### src/rtl/pipe_stage_pkg.sv
// Shared types for the elastic pipeline stage register.
package pipe_stage_pkg;

  // Occupancy-encoded stage state; 2'd3 is illegal and recovers to StEmpty.
  typedef enum logic [1:0] {
    StEmpty = 2'd0,
    StFull  = 2'd1,
    StSkid  = 2'd2
  } state_e;

  localparam int unsigned PERF_CNT_W = 32;

endpackage

### src/rtl/pipe_stage_reg.sv
// Elastic inter-stage register: valid/ready handshake with a 2-entry skid buffer
// so in_ready is a pure decode of registered state.
// Optional build macro PIPE_STAGE_PERF_EN adds stall_cycles and occupancy outputs.
module pipe_stage_reg
  import pipe_stage_pkg::*;
#(
  parameter int unsigned      WIDTH  = 32,
  parameter logic [WIDTH-1:0] BUBBLE = '0
) (
  input  logic             clk,
  input  logic             reset,
  input  logic             flush,
  input  logic             in_valid,
  output logic             in_ready,
  input  logic [WIDTH-1:0] in_data,
  output logic             out_valid,
  input  logic             out_ready,
  output logic [WIDTH-1:0] out_data
`ifdef PIPE_STAGE_PERF_EN
  ,
  output logic [PERF_CNT_W-1:0] stall_cycles,
  output logic [1:0]            occupancy
`endif
);

  state_e           state_q, state_d;
  logic [WIDTH-1:0] main_q, main_d;
  logic [WIDTH-1:0] skid_q, skid_d;
  logic             in_fire, out_fire;

  assign out_valid = (state_q != StEmpty);
  assign in_ready  = (state_q != StSkid);
  assign out_data  = main_q;
  assign in_fire   = in_valid & in_ready;
  assign out_fire  = out_valid & out_ready;

  // Next-state and datapath selection; flush discards any same-cycle in_fire.
  always_comb begin
    state_d = state_q;
    main_d  = main_q;
    skid_d  = skid_q;
    if (flush) begin
      state_d = StEmpty;
      main_d  = BUBBLE;
      skid_d  = BUBBLE;
    end else begin
      case (state_q)
        StEmpty: begin
          if (in_fire) begin
            state_d = StFull;
            main_d  = in_data;
          end
        end
        StFull: begin
          if (in_fire && out_fire) begin
            main_d = in_data;
          end else if (in_fire) begin
            state_d = StSkid;
            skid_d  = in_data;
          end else if (out_fire) begin
            state_d = StEmpty;
            main_d  = BUBBLE;
          end
        end
        StSkid: begin
          // in_ready is low here, so only the drain path exists.
          if (out_fire) begin
            state_d = StFull;
            main_d  = skid_q;
            skid_d  = BUBBLE;
          end
        end
        default: begin
          state_d = StEmpty;
          main_d  = BUBBLE;
          skid_d  = BUBBLE;
        end
      endcase
    end
  end

  // State and payload registers with synchronous reset.
  always_ff @(posedge clk) begin
    if (reset) begin
      state_q <= StEmpty;
      main_q  <= BUBBLE;
      skid_q  <= BUBBLE;
    end else begin
      state_q <= state_d;
      main_q  <= main_d;
      skid_q  <= skid_d;
    end
  end

`ifdef PIPE_STAGE_PERF_EN
  logic [PERF_CNT_W-1:0] stall_q, stall_d;

  // Saturating count of cycles the head entry waits on downstream.
  always_comb begin
    stall_d = stall_q;
    if (out_valid && !out_ready && (stall_q != {PERF_CNT_W{1'b1}})) begin
      stall_d = stall_q + {{(PERF_CNT_W-1){1'b0}}, 1'b1};
    end
  end

  // Stall counter register; only reset clears it, flush leaves it alone.
  always_ff @(posedge clk) begin
    if (reset) begin
      stall_q <= '0;
    end else begin
      stall_q <= stall_d;
    end
  end

  assign stall_cycles = stall_q;

  // Held-entry count decoded from state.
  always_comb begin
    case (state_q)
      StFull:  occupancy = 2'd1;
      StSkid:  occupancy = 2'd2;
      default: occupancy = 2'd0;
    endcase
  end
`endif

endmodule
### config.mk
export PLATFORM = sky130hd
export DESIGN_NAME = pipe_stage_reg
export DESIGN_NICKNAME = d
export VERILOG_FILES = /design/src/rtl/pipe_stage_pkg.sv /design/src/rtl/pipe_stage_reg.sv
export SDC_FILE = /design/constraint.sdc
export NUM_CORES = 1
export LEC_CHECK = 0
export BUFFER_PORTS_ARGS = -buffer_cell sky130_fd_sc_hd__buf_2
export CORE_UTILIZATION = 23
export DETAILED_ROUTE_END_ITERATION = 12
export PLACE_DENSITY = 0.47
export SYNTH_ARGS = -nofsm -noshare
export SYNTH_HDL_FRONTEND = slang
export SYNTH_SLANG_ARGS = --single-unit
### constraint.sdc
create_clock -name clk -period 2.2 [get_ports clk]
set_clock_uncertainty 0.15 [all_clocks]
set_input_delay 0.66 -clock clk [delete_from_list [all_inputs] [get_ports clk]]
set_output_delay 0.66 -clock clk [all_outputs]
set_load 0.1 [all_outputs]
# Yosys cells after proc, flatten, opt, wreduce, memory -nomap -nowiden
# Cells that the tools add are included.
dict set report word_totals {
  out_inout_bits 34
  mem_count 0
  rom_bits 0
  regBits 66
  elab_cells 37
  ram_bits 0
  latchBits 0
  inputBits 37
}
dict set report classes {
  order_cmp 0
  n_div 0
  n_reduce_logical 7
  add_sub_neg 0
  n_bitwise 3
  mul 0
  n_eq_ne 10
  shifts 0
  mux 14
}
# operator count
set ops {}
lappend ops {{32-bit 2-to-1 mux} 6}
lappend ops {{32-bit case mux with 3 select lines} 2}
lappend ops {{4-bit AND reduction} 3}
lappend ops {{2-bit 2-to-1 mux} 5}
lappend ops {{2-bit != test (second input constant)} 5}
lappend ops {{3-bit != test (second input constant)} 3}
lappend ops {{2-bit case mux with 3 select lines} 1}
lappend ops {{1-bit bitwise AND} 2}
lappend ops {{2-bit by 1-bit equality test with 1-bit output (second input constant)} 1}
lappend ops {{2-bit equality test (second input constant)} 1}
lappend ops {{2-bit zero test} 1}
lappend ops {{2-bit nonzero test} 1}
lappend ops {{2-bit OR reduction} 1}
lappend ops {{1-bit logical AND} 1}
lappend ops {{1-bit inverter} 1}

# Depth between registers and ports, before layout
dict set report depth {
  ltp_word 6
  ltp_mapped 6
  depth_no_buf 3
}

# Least setup slack after synthesis
# Ideal clock, no wire load.
dict set report synth_timing {
  path_kind {reg2out}
  from {reg state_q[0]}
  to {out in_ready}
  required_time_ns 1.390
  n_path_buf 2
  path_stages_with_launch 4
  t_arrival_ns 1.173
  path_slack_ns 0.217
  cell_sequence {dfxtp_1 -> nand2b_1 -> buf_2 -> buf_2}
}
dict set report synth_via {
  elab_chain_len 1
}
# element line
set synth_lines {}
lappend synth_lines {{start: declaration} pipe_stage_reg.sv:26} ;# state_e state_q, state_d;
lappend synth_lines {{start signal: assignment} pipe_stage_reg.sv:85} ;# state_q <= StEmpty;
lappend synth_lines {{start signal: assignment} pipe_stage_reg.sv:89} ;# state_q <= state_d;
lappend synth_lines {{2-bit != test} pipe_stage_reg.sv:32} ;# assign in_ready = (state_q != StSkid);
lappend synth_lines {{end: declaration} pipe_stage_reg.sv:14} ;# output logic in_ready,
# No other way between the ends.

# Worst setup path in the final report
dict set report layout_timing {
  from {reg state_q[1]}
  to {out out_valid}
}
dict set report layout_via {
  elab_chain_len 1
}
# element line
set layout_lines {}
lappend layout_lines {{2-bit nonzero test} pipe_stage_reg.sv:31} ;# assign out_valid = (state_q != StEmpty);
lappend layout_lines {{end: declaration} pipe_stage_reg.sv:16} ;# output logic out_valid,
# No other way between the ends.

==> metrics.txt <==
Netlist cell types=24; Hold WC Path Type=reg -> reg; nature of the critical path startpoint=register; DR DRC count=0; Min-Delay Endpoint=out_data[3]; Post-DRT Antenna Nets=0; worst vdd ir=approximately 0.00035 V; routed vias/inst=roughly 4.8; CTS tree=built; core area=about 12000 um2; r2r endpoint=out_data[27]; Tightest Pin Transition=between 0.6 and 0.7 ns; CTS Buffer Depth=2; setup TNS=0 ns; Cell Pwr Density=786 nW/um2; post-DP HPWL=between 5000 and 6000 um; Inst Count DP=about 570; setup ws final=~0.12 ns; status=complete, no violations; full die area=~13000 um2; hold path depth=1; clk_lat worst skew=roughly 0.33 ns; max_slew headroom=around 54%; Cells after Synth=about 340; post-synthesis register bit count=66; fin cells=slightly below 600; WP data required=roughly 1.4 ns; reg-to-reg slack, setup=around 0.33 ns; Tot Pwr=3.05 mW; largest net degree at the start of global routing=66; count of final hold-check violations=0; Root Driver=clkbuf_16; worst-path fanout max=14; share of layout cells above drive strength 1=between 20% and 30%; Arr. time, crit path=between 1 and 1.5 ns; Reg-to-Reg Start=state_q[0]; drt pass-1 iters=4; H-tree depth=3; Post-Syn Nets=380; final cycle utilization of the critical path=a little over nine tenths; vias in the first global route=around 2800; Final nets=between 400 and 500; Worst Hold Launch=out_data[3]; area growth from synthesis to layout=32.7%; initial antenna violation count=0; IO Port Bufs=70; # clock sinks=66; Die Wd=115 um; Max Fclk=482 MHz; DR WL/cell=between 15 and 20 um; leak pwr=between 1 and 1.5 nW; RSZ-0062 raised after global routing=no; # Max-Cap Violations=0; die height=115 um; Initial DRC Count=about 150; register area share after synthesis=45.1%; worst r2r path cells=5; Worst Path Class, Setup=reg -> out; io pins=around 70; Yosys warning count=0; crit end category=output port; TritonCTS buffer count=9; cell area after synthesis=2930 um2; Vias=2825; worst slack, placed=-0.107 ns; Hold Slack=between 0.3 and 0.4 ns; routability cong.=0.696; first-pass GRT wire length=14100 um; row count=40; initial cell density of the core=between 20% and 30%; n_diodes=0; Syn Area/Cell=~8.5 um2; clk slew on worst S/H paths=around 0.06 ns; final WL=approximately 9000 um; Final setup viols=0; Slew Limit Fails=0; minimum clock period=slightly above 2 ns; GRT Total Usage=between 10 and 15%; total gr overflow=0
[worst max-delay path by stage]
stage / from / endpoint / slack, ns / depth (start not counted)
floorplan: state_q[0] / in_ready / 0.22 / 3
finish: state_q[1] / out_valid / 0.12 / 2
global route: state_q[1] / out_valid / 0.09 / 2
detailed placement: flush / out_data[18] / -0.11 / 5
global placement: flush / out_data[10] / -0.08 / 5
CTS: state_q[1] / out_valid / 0.10 / 2
[critical path, stage by stage (launching register included)]
cell and delay [ns]:
dfxtp_2 0.40, or2_2 0.36, buf_12 0.18
[Yosys cell counts (all sizes together)]
master	n	share of area, %
a21oi	2	0.34
a221o	32	11
a31oi	32	6.8
buf	21	4.3
clkbuf	14	1.8
dfxtp	66	45
mux2	1	0.38
mux2i	1	0.34
nand2	97	12
nand2b	2	0.43
nand3b	32	8.2
nor2	1	0.13
nor2b	2	0.43
nor3	32	5.5
nor3b	1	0.43
nor4bb	1	0.34
o22ai	1	0.68
o32ai	1	0.30
or2	2	0.43
or3	2	0.60
[layer usage]
metal	share of wire, %	vias up	wire, um	global-route usage [%]
met3	5.0	12	436	3.48
met1	49	1364	4350	17.9
met5	0	-	0	0
met2	44	67	3860	21.9
met4	1.9	0	164	6.84
li1	-	1382	-	-
[power breakdown]
group | leakage (nW) | internal (mW) | switching [mW]
Clock | 0.142 | 0.868 | 0.530
Combinational | 0.695 | 0.116 | 0.296
Sequential | 0.535 | 1.22 | 0.0185
Total | 1.37 | 2.21 | 0.845
[layout make-up]
cell class	instances	area, um2
repair buffers	92	608
well taps	168	210
clock inverters	6	57.6
flip-flops and latches	66	1320
clock buffers	10	229
multi-input cells	242	1460
fillers	1342	8330
[what timing repair did]
action                                  CTS  global route
gates resized for setup                   1             0
hold buffers                              0             0
buffers inserted                          0             0
endpoints found under the setup margin    1             0
[placed cells by master (no fill, tap or decap), types with 2 or more instances in the layout]
master / n
nor2b_1: 2
a221o_1: 32
a31oi_1: 32
dfxtp_1: 65
buf_12: 7
a21oi_1: 2
clkinv_2: 4
nand3b_1: 32
buf_2: 68
nand2_1: 97
clkbuf_16: 9
or2_2: 2
buf_4: 17
nor3_1: 32
[metrics by stage]
step / util (%) / area (um2)
after floorplan: - / 2930
after global placement: 29.5 / 3600
after detailed placement: 29.5 / 3600
after CTS: 31.8 / 3880
after global routing: 31.8 / 3880
final: 31.8 / 3880
[logic make-up (layout without fill, tap and decap cells)]
group | Yosys count | in the layout | share of synthesized area [%]
AO/OA/AOI/OAI | 68 | 68 | 19.1
buffers and inverters | 35 | 108 | 6.11
flip-flops | 66 | 66 | 45.1
multiplexers | 2 | 2 | 0.727
AND/OR/NAND/NOR | 172 | 172 | 28.9
[flip-flops by register name, indices dropped and copies added, names as in the netlist]
register / count
state_q: 2
out_data: 32
skid_q: 32
Note: power is estimated with default switching activity, not from simulation.
